## src/rtl/snoop_responder.sv

```systemverilog
// Bus snoop responder: looks up a snooped address in the tag array, reports
// NOHIT/HIT/HITM, downgrades or invalidates the line and writes back dirty data.
module snoop_responder #(
    parameter int ADDR_BITS   = 32,
    parameter int INDEX_BITS  = 14,
    parameter int TAG_BITS    = 12,
    parameter int OFFSET_BITS = 6,
    parameter int WAY_BITS    = 4
) (
    input  logic                  clk,
    input  logic                  rst,
    input  logic                  snp_valid,
    output logic                  snp_ready,
    input  logic [1:0]            snp_op,
    input  logic [ADDR_BITS-1:0]  snp_addr,
    output logic                  lk_req,
    output logic [INDEX_BITS-1:0] lk_index,
    output logic [TAG_BITS-1:0]   lk_tag,
    input  logic                  lk_hit,
    input  logic [WAY_BITS-1:0]   lk_way,
    input  logic [1:0]            lk_mesi,
    output logic                  upd_en,
    output logic [INDEX_BITS-1:0] upd_index,
    output logic [WAY_BITS-1:0]   upd_way,
    output logic [1:0]            upd_mesi,
    output logic                  snp_result_valid,
    output logic [1:0]            snp_result,
    output logic                  wb_valid,
    input  logic                  wb_ready,
    output logic [ADDR_BITS-1:0]  wb_addr,
    output logic [15:0]           hitm_count
);

    typedef enum logic [1:0] {IDLE, LOOKUP, RESOLVE, WB} state_t;

    localparam logic [1:0] OP_READ  = 2'b00;
    localparam logic [1:0] OP_WRITE = 2'b01;
    localparam logic [1:0] OP_RWIM  = 2'b10;
    localparam logic [1:0] OP_INV   = 2'b11;

    localparam logic [1:0] MESI_I = 2'b00;
    localparam logic [1:0] MESI_S = 2'b01;
    localparam logic [1:0] MESI_E = 2'b10;
    localparam logic [1:0] MESI_M = 2'b11;

    localparam logic [1:0] RES_NOHIT = 2'b00;
    localparam logic [1:0] RES_HIT   = 2'b01;
    localparam logic [1:0] RES_HITM  = 2'b10;

    state_t                state_q, state_d;
    logic [1:0]            op_q, op_d;
    logic [INDEX_BITS-1:0] index_q, index_d;
    logic [TAG_BITS-1:0]   tag_q, tag_d;
    logic [15:0]           hitm_count_q, hitm_count_d;
    logic [1:0]            cur_mesi;
    logic                  need_wb;

    // A miss is an invalid line no matter what the array reports for the state.
    assign cur_mesi = lk_hit ? lk_mesi : MESI_I;

    always_comb begin
        state_d          = state_q;
        op_d             = op_q;
        index_d          = index_q;
        tag_d            = tag_q;
        hitm_count_d     = hitm_count_q;
        snp_ready        = 1'b0;
        lk_req           = 1'b0;
        upd_en           = 1'b0;
        upd_mesi         = MESI_I;
        snp_result_valid = 1'b0;
        snp_result       = RES_NOHIT;
        wb_valid         = 1'b0;
        need_wb          = 1'b0;

        case (state_q)
            IDLE: begin
                snp_ready = 1'b1;
                if (snp_valid) begin
                    op_d    = snp_op;
                    index_d = snp_addr[OFFSET_BITS +: INDEX_BITS];
                    tag_d   = snp_addr[OFFSET_BITS+INDEX_BITS +: TAG_BITS];
                    state_d = LOOKUP;
                end
            end
            LOOKUP: begin
                lk_req  = 1'b1;
                state_d = RESOLVE;
            end
            RESOLVE: begin
                snp_result_valid = 1'b1;
                case (op_q)
                    OP_READ: begin
                        case (cur_mesi)
                            MESI_M: begin
                                snp_result = RES_HITM;
                                need_wb    = 1'b1;
                                upd_en     = 1'b1;
                                upd_mesi   = MESI_S;
                            end
                            MESI_E: begin
                                snp_result = RES_HIT;
                                upd_en     = 1'b1;
                                upd_mesi   = MESI_S;
                            end
                            MESI_S:  snp_result = RES_HIT;
                            default: snp_result = RES_NOHIT;
                        endcase
                    end
                    // INVALIDATE on a modified line is a protocol error; recover
                    // exactly like RWIM so the dirty data is not lost.
                    OP_RWIM, OP_INV: begin
                        case (cur_mesi)
                            MESI_M: begin
                                snp_result = RES_HITM;
                                need_wb    = 1'b1;
                                upd_en     = 1'b1;
                            end
                            MESI_E, MESI_S: begin
                                snp_result = RES_HIT;
                                upd_en     = 1'b1;
                            end
                            default: snp_result = RES_NOHIT;
                        endcase
                    end
                    OP_WRITE: snp_result = RES_NOHIT;
                    default:  snp_result = RES_NOHIT;
                endcase
                if (snp_result == RES_HITM && hitm_count_q != 16'hFFFF)
                    hitm_count_d = hitm_count_q + 16'd1;
                state_d = need_wb ? WB : IDLE;
            end
            WB: begin
                wb_valid = 1'b1;
                if (wb_ready)
                    state_d = IDLE;
            end
            default: state_d = IDLE;
        endcase
    end

    always_ff @(posedge clk) begin
        if (rst) begin
            state_q      <= IDLE;
            op_q         <= OP_READ;
            index_q      <= '0;
            tag_q        <= '0;
            hitm_count_q <= '0;
        end else begin
            state_q      <= state_d;
            op_q         <= op_d;
            index_q      <= index_d;
            tag_q        <= tag_d;
            hitm_count_q <= hitm_count_d;
        end
    end

    assign lk_index   = index_q;
    assign lk_tag     = tag_q;
    assign upd_index  = index_q;
    assign upd_way    = lk_way;
    assign wb_addr    = ADDR_BITS'({tag_q, index_q, {OFFSET_BITS{1'b0}}});
    assign hitm_count = hitm_count_q;

endmodule
```

## config.mk

```make
export PLATFORM = sky130hd
export DESIGN_NAME = snoop_responder
export DESIGN_NICKNAME = d
export VERILOG_FILES = /design/src/rtl/snoop_responder.sv
export SDC_FILE = /design/constraint.sdc
export NUM_CORES = 1
export LEC_CHECK = 0
export ABC_AREA = 1
export BUFFER_PORTS_ARGS = -buffer_cell sky130_fd_sc_hd__buf_2
export CORE_MARGIN = 3
export CORE_UTILIZATION = 30
export CTS_CLUSTER_DIAMETER = 200
export DETAILED_ROUTE_END_ITERATION = 7
export GPL_ROUTABILITY_DRIVEN = 0
export PLACE_DENSITY = 0.7
export SYNTH_ARGS = -nofsm -noshare
export SYNTH_HDL_FRONTEND = slang
export SYNTH_SLANG_ARGS = --single-unit
```

## constraint.sdc

```tcl
create_clock -name clk -period 3.7 [get_ports clk]
set_input_delay 0 -clock clk [delete_from_list [all_inputs] [get_ports clk]]
set_output_delay 0 -clock clk [all_outputs]
set_load 0.02 [all_outputs]
```

==> results.json <==
{
  "seqPwrFrac": 0.428,
  "hold_viol": 0,
  "end_kind": "flop",
  "io_buffers": 124,
  "p_leak_uw": 0.00160,
  "grt_util_met1": 0.171,
  "grt_util_met3": 0.0418,
  "cts_buffer_depth": 2,
  "grt_overflow": 0,
  "drive_gt1_frac": 0.319,
  "cp_max_fo": 32,
  "pwr-share-comb": 0.224,
  "worstSetupStartpointType": "flop",
  "grt_pass1_vias": 2242,
  "synth_area_per_cell_sq_um": 7.03,
  "busiest_layer": "met2",
  "fin_tns_setup_ps": 0,
  "drt_first_pass_iters": 4,
  "p_sw_uw": 383,
  "pin_count": 146,
  "power.density_nw_per_um2": 396,
  "critPathArrivalTime_ps": 2160,
  "avgRoutedWirePerCell_um": 12.6,
  "slew_viol_final": 0,
  "post_cts_buffers": 0,
  "grt_max_degree": 38,
  "cts_tree": "built",
  "place_area_sq_um": 2820,
  "synth_cell_types": 29,
  "ys_warn_count": 0,
  "final_cell_area_sq_um": 3230,
  "clkPwrFrac": 0.348,
  "syn2layout_area_growth_pct": 30.3,
  "p_int_uw": 897,
  "synthesis.area_sq_um": 2480,
  "finalHoldWorstSlack_ps": 0.00883,
  "hold_class": "in -> out",
  "rsz0062_at_grt": "no",
  "synth_seq_area_share": 0.371,
  "antenna_found_initial": 0,
  "die_y_um": 97.0,
  "cts_root_buffer": "clkbuf_8",
  "nets": 503,
  "syn_inst": 353,
  "maxSlewHeadroom": 0.319,
  "numCtsBuffers": 5,
  "clkSinkCount": 46,
  "p_sw_frac": 0.299,
  "gr-usage-met2": 0.243,
  "via_count": 2488,
  "worstPathRequired_ps": 3880,
  "start_util": 0.315,
  "htreeDepth": 2,
  "skew_ps": 7.98,
  "diodes": 0,
  "worst_skew_pair.late_latency_ps": 290,
  "grt_pass1_wl_um": 11100,
  "drv_cap": 0,
  "status": "finished, final reports clean",
  "finalCriticalPeriod_ps": 1980,
  "dp_hpwl_um": 5030,
  "wirelength_um": 7050,
  "fillCellCount": 820,
  "synth.ff_latch_count": 46,
  "worst_slew_pin_slew_ps": 1020,
  "drtAntennaViolNets": 0,
  "path_class": "reg -> reg",
  "dieArea_sq_um": 9400,
  "vdd_drop_max_mv": 0.232,
  "drc_errors": 0,
  "grt_usage": 0.142,
  "finalSetupViolations": 0,
  "vias_per_cell": 4.44,
  "first_iter_violations": 65,
  "std_cell_rows": 32,
  "period_share": 0.535,
  "max_freq_ghz": 0.505,
  "cts.clk_slew.worst_paths_ps": 90,
  "ctsResizeCount": 0,
  "die_width_um": 97.0,
  "core-area_sq_um": 7890
}
routing by layer:
layer,part of all wire,vias to the layer above
met5,0,-
met4,0.011,0
met3,0.089,6
met2,0.48,123
met1,0.42,1090
li1,-,1269
critical path, cell delays in order, from the launching register on:
cell and delay, ps:
dfxtp_1 420, nor2_1 80, nand2_1 60, buf_4 290
clkinv_1 660, nor2_1 280, nor2_1 80
timing repair:
item                                    CTS  global route
hold buffers                             28             0
endpoints found under the setup margin    0             0
endpoints found under the hold margin    29             0
cell usage after synthesis:
cell type / n / area [sq um]
nand2_4: 4 / 45.0
nand3_2: 1 / 10.0
clkinv_1: 2 / 7.51
conb_1: 1 / 3.75
nand2_2: 2 / 12.5
inv_2: 1 / 3.75
inv_1: 18 / 67.6
nor2_4: 1 / 11.3
nand3_1: 20 / 100
o21ai_1: 1 / 5.00
clkbuf_1: 5 / 18.8
nand2_1: 48 / 180
o21ai_0: 29 / 145
or2_2: 1 / 6.26
nor2_2: 1 / 6.26
xor2_1: 1 / 8.76
dfxtp_1: 46 / 921
nor3_1: 4 / 20.0
buf_6: 2 / 22.5
ha_1: 1 / 12.5
nand4_1: 6 / 37.5
buf_2: 4 / 20.0
nor2_8: 1 / 20.0
nor2_1: 84 / 315
xnor2_1: 1 / 8.76
a21oi_2: 1 / 8.76
a21oi_1: 15 / 75.1
buf_4: 51 / 383
a31oi_1: 1 / 6.26
registers in the layout, indices dropped and copies added (netlist names):
| register | flops |
|---|---|
| hitm_count | 16 |
| lk_index | 14 |
| lk_tag | 12 |
| op_q | 2 |
| state_q | 2 |
cell type report:
type	count	area, sq um	area share
inverters	21	78.8	0.0244
well taps	102	128	0.0395
clock inverters	3	68.8	0.0213
multi-input cells	230	1060	0.328
flip-flops and latches	46	921	0.285
clock buffers	5	68.8	0.0213
repair buffers	153	908	0.281
logic make-up after synthesis:
| logic type | Yosys count | share of synthesized area |
|---|---|---|
| AO/OA/AOI/OAI | 47 | 0.0968 |
| XOR/XNOR | 2 | 0.00706 |
| adder cells (fa/ha/maj) | 1 | 0.00504 |
| buffers and inverters | 83 | 0.211 |
| flip-flops | 46 | 0.371 |
| other | 1 | 0.00151 |
| AND/OR/NAND/NOR | 173 | 0.308 |
power groups by stage:
stage	Combinational (uW)	Sequential [uW]	Clock (uW)
2_1_floorplan	196	591	0
3_3_place_gp	261	557	0
3_5_place_dp	263	559	0
4_1_cts	287	548	465
5_1_grt	308	553	483
6_report	286	548	446
worst paths after layout:
kind | from | endpoint | slack (ps) | depth (start not counted)
setup reg to reg | state_q[0] | lk_tag[7] | 1720 | 6
hold reg to reg | op_q[0] | op_q[0] | 480 | 2
hold / removal | lk_way[0] | upd_way[0] | 0.009 | 0
setup / recovery | state_q[0] | lk_tag[7] | 1720 | 6
per-stage QoR:
stage	power [uW]	util	setup WS, ps	std cells
after detailed placement	822	0.357	1730	524
after global placement	818	0.357	1760	524
final	1280	0.410	1720	560
after floorplan	786	-	2000	359
after CTS	1300	0.410	1720	560
after global routing	1340	0.410	1540	560
layout by cell type, fill, tap and decap left out, types with 4 or more instances in the layout:
master         instances
a21oi_1               15
buf_2                124
clkbuf_8               5
conb_1                 7
dfxtp_1               46
dlygate4sd3_1         28
inv_1                 18
nand2_1               48
nand2_4                4
nand3_1               20
nand4_1                6
nor2_1                84
nor3_1                 4
o21ai_0               29
(Power assumes the default switching activity.)
